===== src/rtl/sudoku_pkg.sv =====
// Shared state codes, difficulty codes and width/tap helpers for the Sudoku game controller.
package sudoku_pkg;

    typedef enum logic [3:0] {
        S_IDLE     = 4'd0,
        S_CLEAR    = 4'd1,
        S_SET_DIFF = 4'd2,
        S_FILL     = 4'd3,
        S_PLAY     = 4'd4,
        S_CHECK    = 4'd5,
        S_WRONG    = 4'd6,
        S_WON      = 4'd7,
        S_LOST     = 4'd8
    } state_t;

    localparam logic [1:0] DIFF_NONE = 2'b00;
    localparam logic [1:0] DIFF_EASY = 2'b01;
    localparam logic [1:0] DIFF_MED  = 2'b10;
    localparam logic [1:0] DIFF_HARD = 2'b11;

    localparam logic [15:0] LFSR_DEFAULT = 16'hACE1;

    function automatic int clog2(input int v);
        int r;
        r = 0;
        while ((1 << r) < v) r++;
        return r;
    endfunction

    // Width of a counter that must hold 0..v, never narrower than one bit.
    function automatic int cnt_w(input int v);
        return (clog2(v + 1) < 1) ? 1 : clog2(v + 1);
    endfunction

    // Galois (right-shift) feedback masks for maximal-length sequences.
    function automatic logic [31:0] lfsr_taps(input int w);
        case (w)
            8:       return 32'h0000_00B8;
            24:      return 32'h00E1_0000;
            32:      return 32'hA300_0000;
            default: return 32'h0000_B400;
        endcase
    endfunction

endpackage


===== src/rtl/sudoku_lfsr.sv =====
// Galois LFSR with synchronous seed load and step enable; exposes the low OUT_W state bits.
// Latency: new value visible the cycle after load/step. Backpressure: none, step is a plain enable.
// Load wins over step when both are asserted.
module sudoku_lfsr
    import sudoku_pkg::*;
#(
    parameter int             W       = 16,
    parameter int             OUT_W   = W,
    parameter logic [W-1:0]   RST_VAL = W'(LFSR_DEFAULT)
) (
    input  logic             clk,
    input  logic             rst_n,
    input  logic             load,
    input  logic [W-1:0]     seed,
    input  logic             step,
    output logic [OUT_W-1:0] q
);

    localparam logic [W-1:0] TAPS = W'(lfsr_taps(W));

    logic [W-1:0] r;

    always_ff @(posedge clk or negedge rst_n) begin
        if (!rst_n) begin
            r <= RST_VAL;
        end else if (load) begin
            r <= seed;
        end else if (step) begin
            r <= (r >> 1) ^ (r[0] ? TAPS : '0);
        end
    end

    assign q = r[OUT_W-1:0];

endmodule


===== src/rtl/sudoku_game_ctrl.sv =====
// Sudoku game controller: new game -> difficulty -> random hint fill -> play/check loop -> WON/LOST.
// Latency: one state step per cycle; FILL tries one LFSR candidate per cycle; all outputs registered.
// Backpressure: checker handshake is chk_req (held through CHECK) / chk_ack, bounded by a timeout.
module sudoku_game_ctrl
    import sudoku_pkg::*;
#(
    parameter int N            = 4,
    parameter int HINTS_EASY   = 8,
    parameter int HINTS_MED    = 6,
    parameter int HINTS_HARD   = 4,
    parameter int MAX_MISTAKES = 3,
    parameter int CHK_TIMEOUT  = 16,
    parameter int LFSR_W       = 16
) (
    input  logic                             clka,
    input  logic                             restart_n,
    input  logic                             new_game,
    input  logic                             enter,
    input  logic [1:0]                       difficulty,
    input  logic [LFSR_W-1:0]                seed,
    input  logic                             chk_ack,
    input  logic                             chk_solved,
    output logic [3:0]                       state,
    output logic [N*N-1:0]                   fill_flag,
    output logic                             fill_valid,
    output logic                             chk_req,
    output logic [cnt_w(MAX_MISTAKES)-1:0]   mistakes,
    output logic                             won,
    output logic                             lost
);

    localparam int CELLS = N * N;
    localparam int IDXW  = (clog2(CELLS) < 1) ? 1 : clog2(CELLS);
    localparam int CW    = IDXW + 1;
    localparam int MW    = cnt_w(MAX_MISTAKES);
    localparam int TW    = cnt_w(CHK_TIMEOUT);

    localparam logic [CW-1:0] CELLS_V  = CW'(CELLS);
    localparam logic [CW-1:0] T_EASY   = CW'((HINTS_EASY > CELLS) ? CELLS : HINTS_EASY);
    localparam logic [CW-1:0] T_MED    = CW'((HINTS_MED  > CELLS) ? CELLS : HINTS_MED);
    localparam logic [CW-1:0] T_HARD   = CW'((HINTS_HARD > CELLS) ? CELLS : HINTS_HARD);
    localparam logic [TW-1:0] TMO_LAST = TW'(CHK_TIMEOUT - 1);
    localparam logic [MW-1:0] MIS_MAX  = {MW{1'b1}};

    state_t              state_q, state_nxt;
    logic                enter_q, enter_rise;
    logic [IDXW-1:0]     cand;
    logic [CW-1:0]       hint_cnt, target, diff_target;
    logic [TW-1:0]       tmo;
    logic                fill_hit, miss;
    logic [LFSR_W-1:0]   lfsr_seed;

    assign enter_rise = enter & ~enter_q;
    assign lfsr_seed  = (seed == '0) ? LFSR_W'(LFSR_DEFAULT) : seed;
    assign state      = state_q;

    sudoku_lfsr #(.W(LFSR_W), .OUT_W(IDXW)) u_lfsr (
        .clk   (clka),
        .rst_n (restart_n),
        .load  (state_q == S_CLEAR),
        .seed  (lfsr_seed),
        .step  (state_q == S_FILL),
        .q     (cand)
    );

    always_comb begin
        case (difficulty)
            DIFF_EASY: diff_target = T_EASY;
            DIFF_MED:  diff_target = T_MED;
            DIFF_HARD: diff_target = T_HARD;
            default:   diff_target = '0;
        endcase
    end

    always_ff @(posedge clka or negedge restart_n) begin
        if (!restart_n) state_q <= S_IDLE;
        else            state_q <= state_nxt;
    end

    always_comb begin
        state_nxt = state_q;
        fill_hit  = 1'b0;
        miss      = 1'b0;
        case (state_q)
            S_IDLE:     state_nxt = S_CLEAR;
            S_CLEAR:    state_nxt = S_SET_DIFF;
            S_SET_DIFF: if (difficulty != DIFF_NONE)
                            state_nxt = (diff_target == '0) ? S_PLAY : S_FILL;
            S_FILL: begin
                // Out-of-range or already-given candidates are simply skipped.
                if (({1'b0, cand} < CELLS_V) && !fill_flag[cand]) begin
                    fill_hit = 1'b1;
                    if (hint_cnt + 1'b1 == target) state_nxt = S_PLAY;
                end
            end
            S_PLAY:     if (enter_rise) state_nxt = S_CHECK;
            S_CHECK: begin
                if (chk_ack && chk_solved) begin
                    state_nxt = S_WON;
                end else if (chk_ack || (tmo == TMO_LAST)) begin
                    miss = 1'b1;
                    if ((MAX_MISTAKES != 0) && (int'(mistakes) + 1 == MAX_MISTAKES))
                        state_nxt = S_LOST;
                    else
                        state_nxt = S_WRONG;
                end
            end
            S_WRONG:    if (enter_rise) state_nxt = S_PLAY;
            S_WON:      state_nxt = S_WON;
            S_LOST:     state_nxt = S_LOST;
            default:    state_nxt = S_IDLE;
        endcase
        if (new_game) begin
            state_nxt = S_CLEAR;
            fill_hit  = 1'b0;
            miss      = 1'b0;
        end
    end

    always_ff @(posedge clka or negedge restart_n) begin
        if (!restart_n) begin
            enter_q    <= 1'b0;
            fill_flag  <= '0;
            mistakes   <= '0;
            hint_cnt   <= '0;
            target     <= '0;
            tmo        <= '0;
            fill_valid <= 1'b0;
            chk_req    <= 1'b0;
            won        <= 1'b0;
            lost       <= 1'b0;
        end else begin
            enter_q    <= enter;
            // Flags track the state being entered so they line up with state.
            fill_valid <= (state_nxt >= S_PLAY);
            chk_req    <= (state_nxt == S_CHECK);
            won        <= (state_nxt == S_WON);
            lost       <= (state_nxt == S_LOST);
            tmo        <= ((state_q == S_CHECK) && (state_nxt == S_CHECK)) ? tmo + 1'b1 : '0;
            if (state_q == S_CLEAR) begin
                fill_flag <= '0;
                mistakes  <= '0;
                hint_cnt  <= '0;
            end
            if (state_q == S_SET_DIFF) target <= diff_target;
            if (fill_hit) begin
                fill_flag[cand] <= 1'b1;
                hint_cnt        <= hint_cnt + 1'b1;
            end
            if (miss && (mistakes != MIS_MAX)) mistakes <= mistakes + 1'b1;
        end
    end

endmodule


===== config.mk =====
export PLATFORM = sky130hd
export DESIGN_NAME = sudoku_game_ctrl
export DESIGN_NICKNAME = d
export VERILOG_FILES = /design/src/rtl/sudoku_pkg.sv /design/src/rtl/sudoku_lfsr.sv /design/src/rtl/sudoku_game_ctrl.sv
export SDC_FILE = /design/constraint.sdc
export NUM_CORES = 1
export LEC_CHECK = 0
export CAP_MARGIN = 0
export CORE_ASPECT_RATIO = 1.5
export CORE_MARGIN = 2
export CORE_UTILIZATION = 48
export DETAILED_ROUTE_END_ITERATION = 16
export PLACE_DENSITY = 0.81
export SETUP_SLACK_MARGIN = 0.5
export SKIP_CTS_REPAIR_TIMING = 1
export SYNTH_ARGS = -nofsm -noshare
export SYNTH_HDL_FRONTEND = slang
export SYNTH_SLANG_ARGS = --single-unit

===== constraint.sdc =====
create_clock -name clka -period 2.1 [get_ports clka]
set_input_delay 0.42 -clock clka [delete_from_list [all_inputs] [get_ports clka]]
set_output_delay 0.42 -clock clka [all_outputs]
set_load 0.05 [all_outputs]

Yosys cells after proc, flatten, opt, wreduce, memory -nomap -nowiden:

Index checks and enable logic that the tools add are counted.

* register bits: 58
* output and inout port bits: 26
* logic and storage cells: 87

* add/subtract/negate cells: 4
* magnitude comparators: 3
* equality and inequality tests: 18
* mux-type cells: 34
* bitwise logic cells: 4
* reduce and logical (&&, ||, !) cells: 12

Operator list (number)
* 16-bit 2-to-1 mux: 6
* 4-bit 2-to-1 mux: 9
* 4-bit one-hot mux with 9 select lines: 1
* 4-bit by 3-bit equality test with 1-bit output (second input constant): 6
* 16-bit zero test: 1
* 16-bit bitwise OR: 1
* 15-bit by 16-bit bitwise XOR with 16-bit output: 1
* 5-bit 2-to-1 mux: 3
* 4-bit one-hot mux with 3 select lines: 1
* 5-bit by 1-bit adder with 5-bit output (second input constant): 2
* 1-bit 2-to-1 mux: 9
* 4-bit by 2-bit equality test with 1-bit output (second input constant): 2
* 4-bit equality test (second input constant): 2
* 2-bit nonzero test: 4
* 5-bit by 4-bit equality test with 1-bit output (second input constant): 1
* 5-bit equality test: 1
* 5-bit zero test: 1
* 4-bit by 5-bit less-than comparator with 1-bit output (second input constant): 1
* 1-bit binary-select mux with 4-bit select: 1
* 1-bit demux with 4-bit select: 1
* 2-bit equality test (second input constant): 2
* 4-bit by 1-bit equality test with 1-bit output (second input constant): 1
* 4-bit by 1-bit >= comparator with 1-bit output (second input constant): 1
* 4-bit by 3-bit >= comparator with 1-bit output (second input constant): 1
* other kinds (12): 16

Logic depth before layout (Yosys ltp):

* depth in word-level cells: 10
* gate-level depth with buffers: 10
* gate-level depth less buffers: 9

Cells and area by module:

Synthesis repeated with hierarchy kept, for this count alone.

* cells, all modules: 300
* area total of the unflattened synthesis: 3015.4 µm²

By module, submodules not included
* sudoku_game_ctrl: times used 1, cells each 222, area an instance 2180.8 µm², sequential area each 1001.0 µm²
* sudoku_lfsr: times used 1, cells each 78, area an instance 834.6 µm², sequential area each 410.4 µm²

Worst setup path before layout:

Ideal clock, no wire load.

* path kind: flip-flop to flip-flop
* start: register tmo[0]
* end: register tmo[2]
* library setup time: 101 ps
* arrival: 2156 ps
* data required time: 1999 ps
* slack: -157 ps
* cell stages (with the launch flop): 9
* cell sequence: dfrtp_1 ha_1 and3_1 ha_1 mux2_2 a311o_1 or2_0 clkbuf_1 nor4_1

* longest elaborated chain between the ends: 9

Ends and longest elaborated chain
* start: declaration: RTL line sudoku_game_ctrl.sv:49 `logic [TW-1:0] tmo;`
* start signal: assignment: RTL line sudoku_game_ctrl.sv:139 `tmo <= ((state_q == S_CHECK) && (state_nxt == S_CHECK)) ? tmo + 1'b1 : '0;`
* 5-bit by 4-bit equality test with 1-bit output: RTL line sudoku_game_ctrl.sv:100 `end else if (chk_ack || (tmo == TMO_LAST)) begin`
* 1-bit logical OR: RTL line sudoku_game_ctrl.sv:100
* 4-bit 2-to-1 mux: RTL line sudoku_game_ctrl.sv:100
* 4-bit 2-to-1 mux: RTL line sudoku_game_ctrl.sv:98 `if (chk_ack && chk_solved) begin`
* 4-bit one-hot mux with 9 select lines: RTL line sudoku_game_ctrl.sv:84 `case (state_q)`
* 4-bit 2-to-1 mux: RTL line sudoku_game_ctrl.sv:113 `if (new_game) begin`
* 4-bit by 3-bit equality test with 1-bit output: RTL line sudoku_game_ctrl.sv:139
* 1-bit logical AND: RTL line sudoku_game_ctrl.sv:139
* 5-bit 2-to-1 mux *: RTL line sudoku_game_ctrl.sv:139

Every way passes the cells marked *; elsewhere a longest branch is shown, timed or not.
A chain may end at the register's enable or synchronous reset.

Final worst setup path:

* start: register u_lfsr.r[1]
* end: register fill_valid

* longest elaborated chain between the ends: 6

Ends and longest elaborated chain
* start: declaration: RTL line sudoku_lfsr.sv:21 `logic [W-1:0] r;`
* start signal: assignment: RTL line sudoku_lfsr.sv:29 `r <= (r >> 1) ^ (r[0] ? TAPS : '0);`
* 1-bit binary-select mux with 4-bit select: RTL line sudoku_game_ctrl.sv:91 `if (({1'b0, cand} < CELLS_V) && !fill_flag[cand]) begin`
* 1-bit 2-to-1 mux (not written as such): RTL line sudoku_game_ctrl.sv:91
* 4-bit 2-to-1 mux: RTL line sudoku_game_ctrl.sv:91
* 4-bit one-hot mux with 9 select lines: RTL line sudoku_game_ctrl.sv:84
* 4-bit 2-to-1 mux: RTL line sudoku_game_ctrl.sv:113
* named net state_nxt[2]: RTL line sudoku_game_ctrl.sv:45 `state_t state_q, state_nxt;`
* 4-bit by 3-bit >= comparator with 1-bit output: RTL line sudoku_game_ctrl.sv:135 `fill_valid <= (state_nxt >= S_PLAY);`
* end signal: assignment: RTL line sudoku_game_ctrl.sv:135
* end: declaration: RTL line sudoku_game_ctrl.sv:25 `output logic fill_valid,`

The timed path passes the listed nets, and every way through them passes these cells. The select of a mux whose other input is x is not followed.

==> impl_metrics.json <==
{
  "viasPerCell": 5.78,
  "seqPwrFrac": 0.375,
  "initial_core_util": 0.497,
  "min_path_type": "input port to asynchronous set/reset pin",
  "critPathMaxStageDelay_ns": 0.53,
  "fin_area_um2": 3960,
  "yosysSeqAreaShare": 0.490,
  "cp-start-kind": "register",
  "fp.dieW_um": 67.2,
  "syn_to_final_growth_pct": 37.5,
  "p_int_mw": 2.70,
  "dieArea_um2": 6640,
  "route.detailed.drc": 0,
  "fin_setup_tns_ns": -0.141,
  "max_freq_mhz": 468,
  "slew_headroom": 0.652,
  "diodes": 0,
  "syn_avg_cell_area_um2": 10.3,
  "antenna_found_initial": 0,
  "avgRoutedWirePerCell_um": 16.2,
  "drive_above_1_share": 0.345,
  "core_um2": 5790,
  "synth_edf_count": 0,
  "dpl_cell_area_um2": 3590,
  "grtUsageMet2": 0.365,
  "fin_skew_ns": 0.00905,
  "syn_area_um2": 2880,
  "crit_path_end_kind": "register",
  "synth_top_flop_cell": "dfrtp_1",
  "htree_levels": 2,
  "setup_viol": 5,
  "final_core_util": 0.684,
  "grtUsageMet3": 0.0297,
  "cts_tree": "done",
  "placedCellCount": 401,
  "slowest_stage": "mux4_2",
  "grt_overflow_total": 0,
  "gr-usage-all-layers": 0.208,
  "ant_nets": 0,
  "ir_drop_mv": 0.611,
  "finalNonFillerCells": 420,
  "dp_hpwl_mm": 4.76,
  "tightest_slew_ns": 0.521,
  "drt-total-wl_mm": 6.81,
  "criticalPathCategory": "register to register",
  "numCtsBuffers": 5,
  "cp_max_fo": 5,
  "grt_pass1_wl_mm": 10.7,
  "syn_inst": 280,
  "outcome": "finished with violations",
  "first_pass_iters": 4,
  "switching_share": 0.391,
  "dr_total_vias": 2429,
  "grt_max_degree": 34,
  "cap_violations": 0,
  "finalCriticalPeriod_ns": 2.14,
  "async_reset_ff_frac": 1.00,
  "postSynthRegisterBits": 56,
  "violations": "setup timing",
  "yosys_warnings": 0,
  "path_clk_slew_ns": 0.10,
  "die_h_um": 98.8,
  "grt_pass1_vias": 2332,
  "gp_congestion": 0.822,
  "cts.sinks": 56,
  "clockRootBuffer": "clkbuf_8",
  "worstPathRequired_ns": 2.30,
  "synth_nets": 309,
  "rows": 34,
  "io_buffer_count": 49,
  "clkPwrFrac": 0.161,
  "p_leak_nw": 1.94,
  "drtIter0Drc": 117,
  "rsz0062_at_grt": "yes",
  "hold_viol_final": 0,
  "fin_ws_ns": -0.0381,
  "slew_violations": 0,
  "io_pins": 50,
  "met1_usage": 0.250,
  "pwr-share-comb": 0.464,
  "clkLatencyLatePin_ns": 0.31,
  "synthDistinctLibCells": 50,
  "powerDensity_nw_per_um2": 1120,
  "most-common-layout-cells": "28 x nand2_1, 28 x buf_4, 27 x dfrtp_1",
  "final_nets": 376,
  "crit_chain": "buf_6, mux2i_1, mux4_2, buf_4, a22oi_4, o21ai_1, or2_4",
  "p_sw_mw": 1.73,
  "clockBufferDepth": 2,
  "cp.arrival_ns": 2.34,
  "fin_crit_sh": 1.02,
  "busiest_layer": "met2"
}
==> cells in the mapped netlist, drive strengths merged, types with 5 or more instances <==
master | number | area (µm²)
nor2 | 21 | 78.8
ha | 5 | 62.6
clkbuf | 13 | 48.8
dfstp | 8 | 210
nand3 | 11 | 55.1
nor4 | 9 | 56.3
nand2b | 7 | 43.8
xor2 | 5 | 43.8
o221a | 11 | 124
inv | 8 | 30.0
xnor2 | 6 | 52.6
nand3b | 10 | 75.1
mux2i | 9 | 90.1
nand2 | 29 | 109
o21ai | 26 | 130
a21oi | 6 | 41.3
dfrtp | 48 | 1200
==> sequential cells by signal (all words and copies together), names as in the netlist <==
name	cells
enter_q	1
state	4
fill_flag	16
won	1
u_lfsr.r	16
lost	1
tmo	5
target	3
fill_valid	1
mistakes	2
hint_cnt	5
chk_req	1
==> layer usage <==
| layer | routed length (µm) | vias up |
|---|---|---|
| met5 | 0 | - |
| met4 | 215 | 0 |
| met3 | 206 | 18 |
| met2 | 3730 | 58 |
| met1 | 2660 | 1198 |
| li1 | - | 1155 |
==> area by class of cell <==
type                       instances  area (µm²)
multi-input combinational        199        1550
inverter                           8        30.0
fill                             455        1830
clock buffer                       5        68.8
clock inverter                     3        42.5
tap                               72        90.1
sequential                        56        1440
timing repair buffer              77         742
==> final timing paths <==
path                       slack, ns                 endpoint  cells after the start                    start
max                            -0.04     fill_valid$_DFF_PN0_                      7  u_lfsr.r[1]$_DFFE_PN0P_
min                             0.08         tmo[3]$_DFF_PN0_                      2                restart_n
max reg2reg                    -0.04     fill_valid$_DFF_PN0_                      7  u_lfsr.r[1]$_DFFE_PN0P_
min reg2reg                     0.50         tmo[0]$_DFF_PN0_                      1         tmo[0]$_DFF_PN0_
max in group asynchronous       1.63  u_lfsr.r[0]$_DFFE_PN1P_                      2                restart_n
min in group clka               0.50         tmo[0]$_DFF_PN0_                      1         tmo[0]$_DFF_PN0_
==> power by group through the flow <==
stage          clock network, mW  logic, mW  registers, mW
2_1_floorplan                  0       1.27           1.75
3_3_place_gp                   0       1.79           1.66
3_5_place_dp                   0       1.83           1.67
4_1_cts                    0.728       1.84           1.65
5_1_grt                    0.772       2.21           1.70
6_report                   0.712       2.05           1.66
==> stage by stage <==
step / hold slack [ns] / total power [mW] / setup WS [ns]
finish: 0.0814 / 4.43 / -0.0381
detailed placement: 0.432 / 3.50 / -0.0946
global route: 0.106 / 4.68 / -0.159
floorplan: 0.124 / 3.02 / 0.0593
global placement: 0.423 / 3.45 / -0.00472
CTS: 0.0935 / 4.21 / -0.0639
==> worst max-delay path, delay by kind of cell (launching register included) <==
kind | cells | cell delay (ns)
buffers and inverters | 2 | 0.31
DFF | 1 | 0.42
AOI/OAI and AO/OA | 2 | 0.39
and+or+nand+nor | 1 | 0.25
muxes | 2 | 0.65
==> logic make-up (layout without fill, tap and decap cells) <==
| group | after synthesis | count (layout) | synth area share |
|---|---|---|---|
| and+or+nand+nor | 109 | 109 | 0.200 |
| xor gates and xnor gates | 11 | 11 | 0.0335 |
| DFF | 56 | 56 | 0.490 |
| adders and majority gates | 5 | 5 | 0.0217 |
| muxes | 13 | 13 | 0.0548 |
| buffers and inverters | 25 | 93 | 0.0413 |
| AOI/OAI and AO/OA | 61 | 61 | 0.158 |
Note: power is estimated with default switching activity, not from simulation.
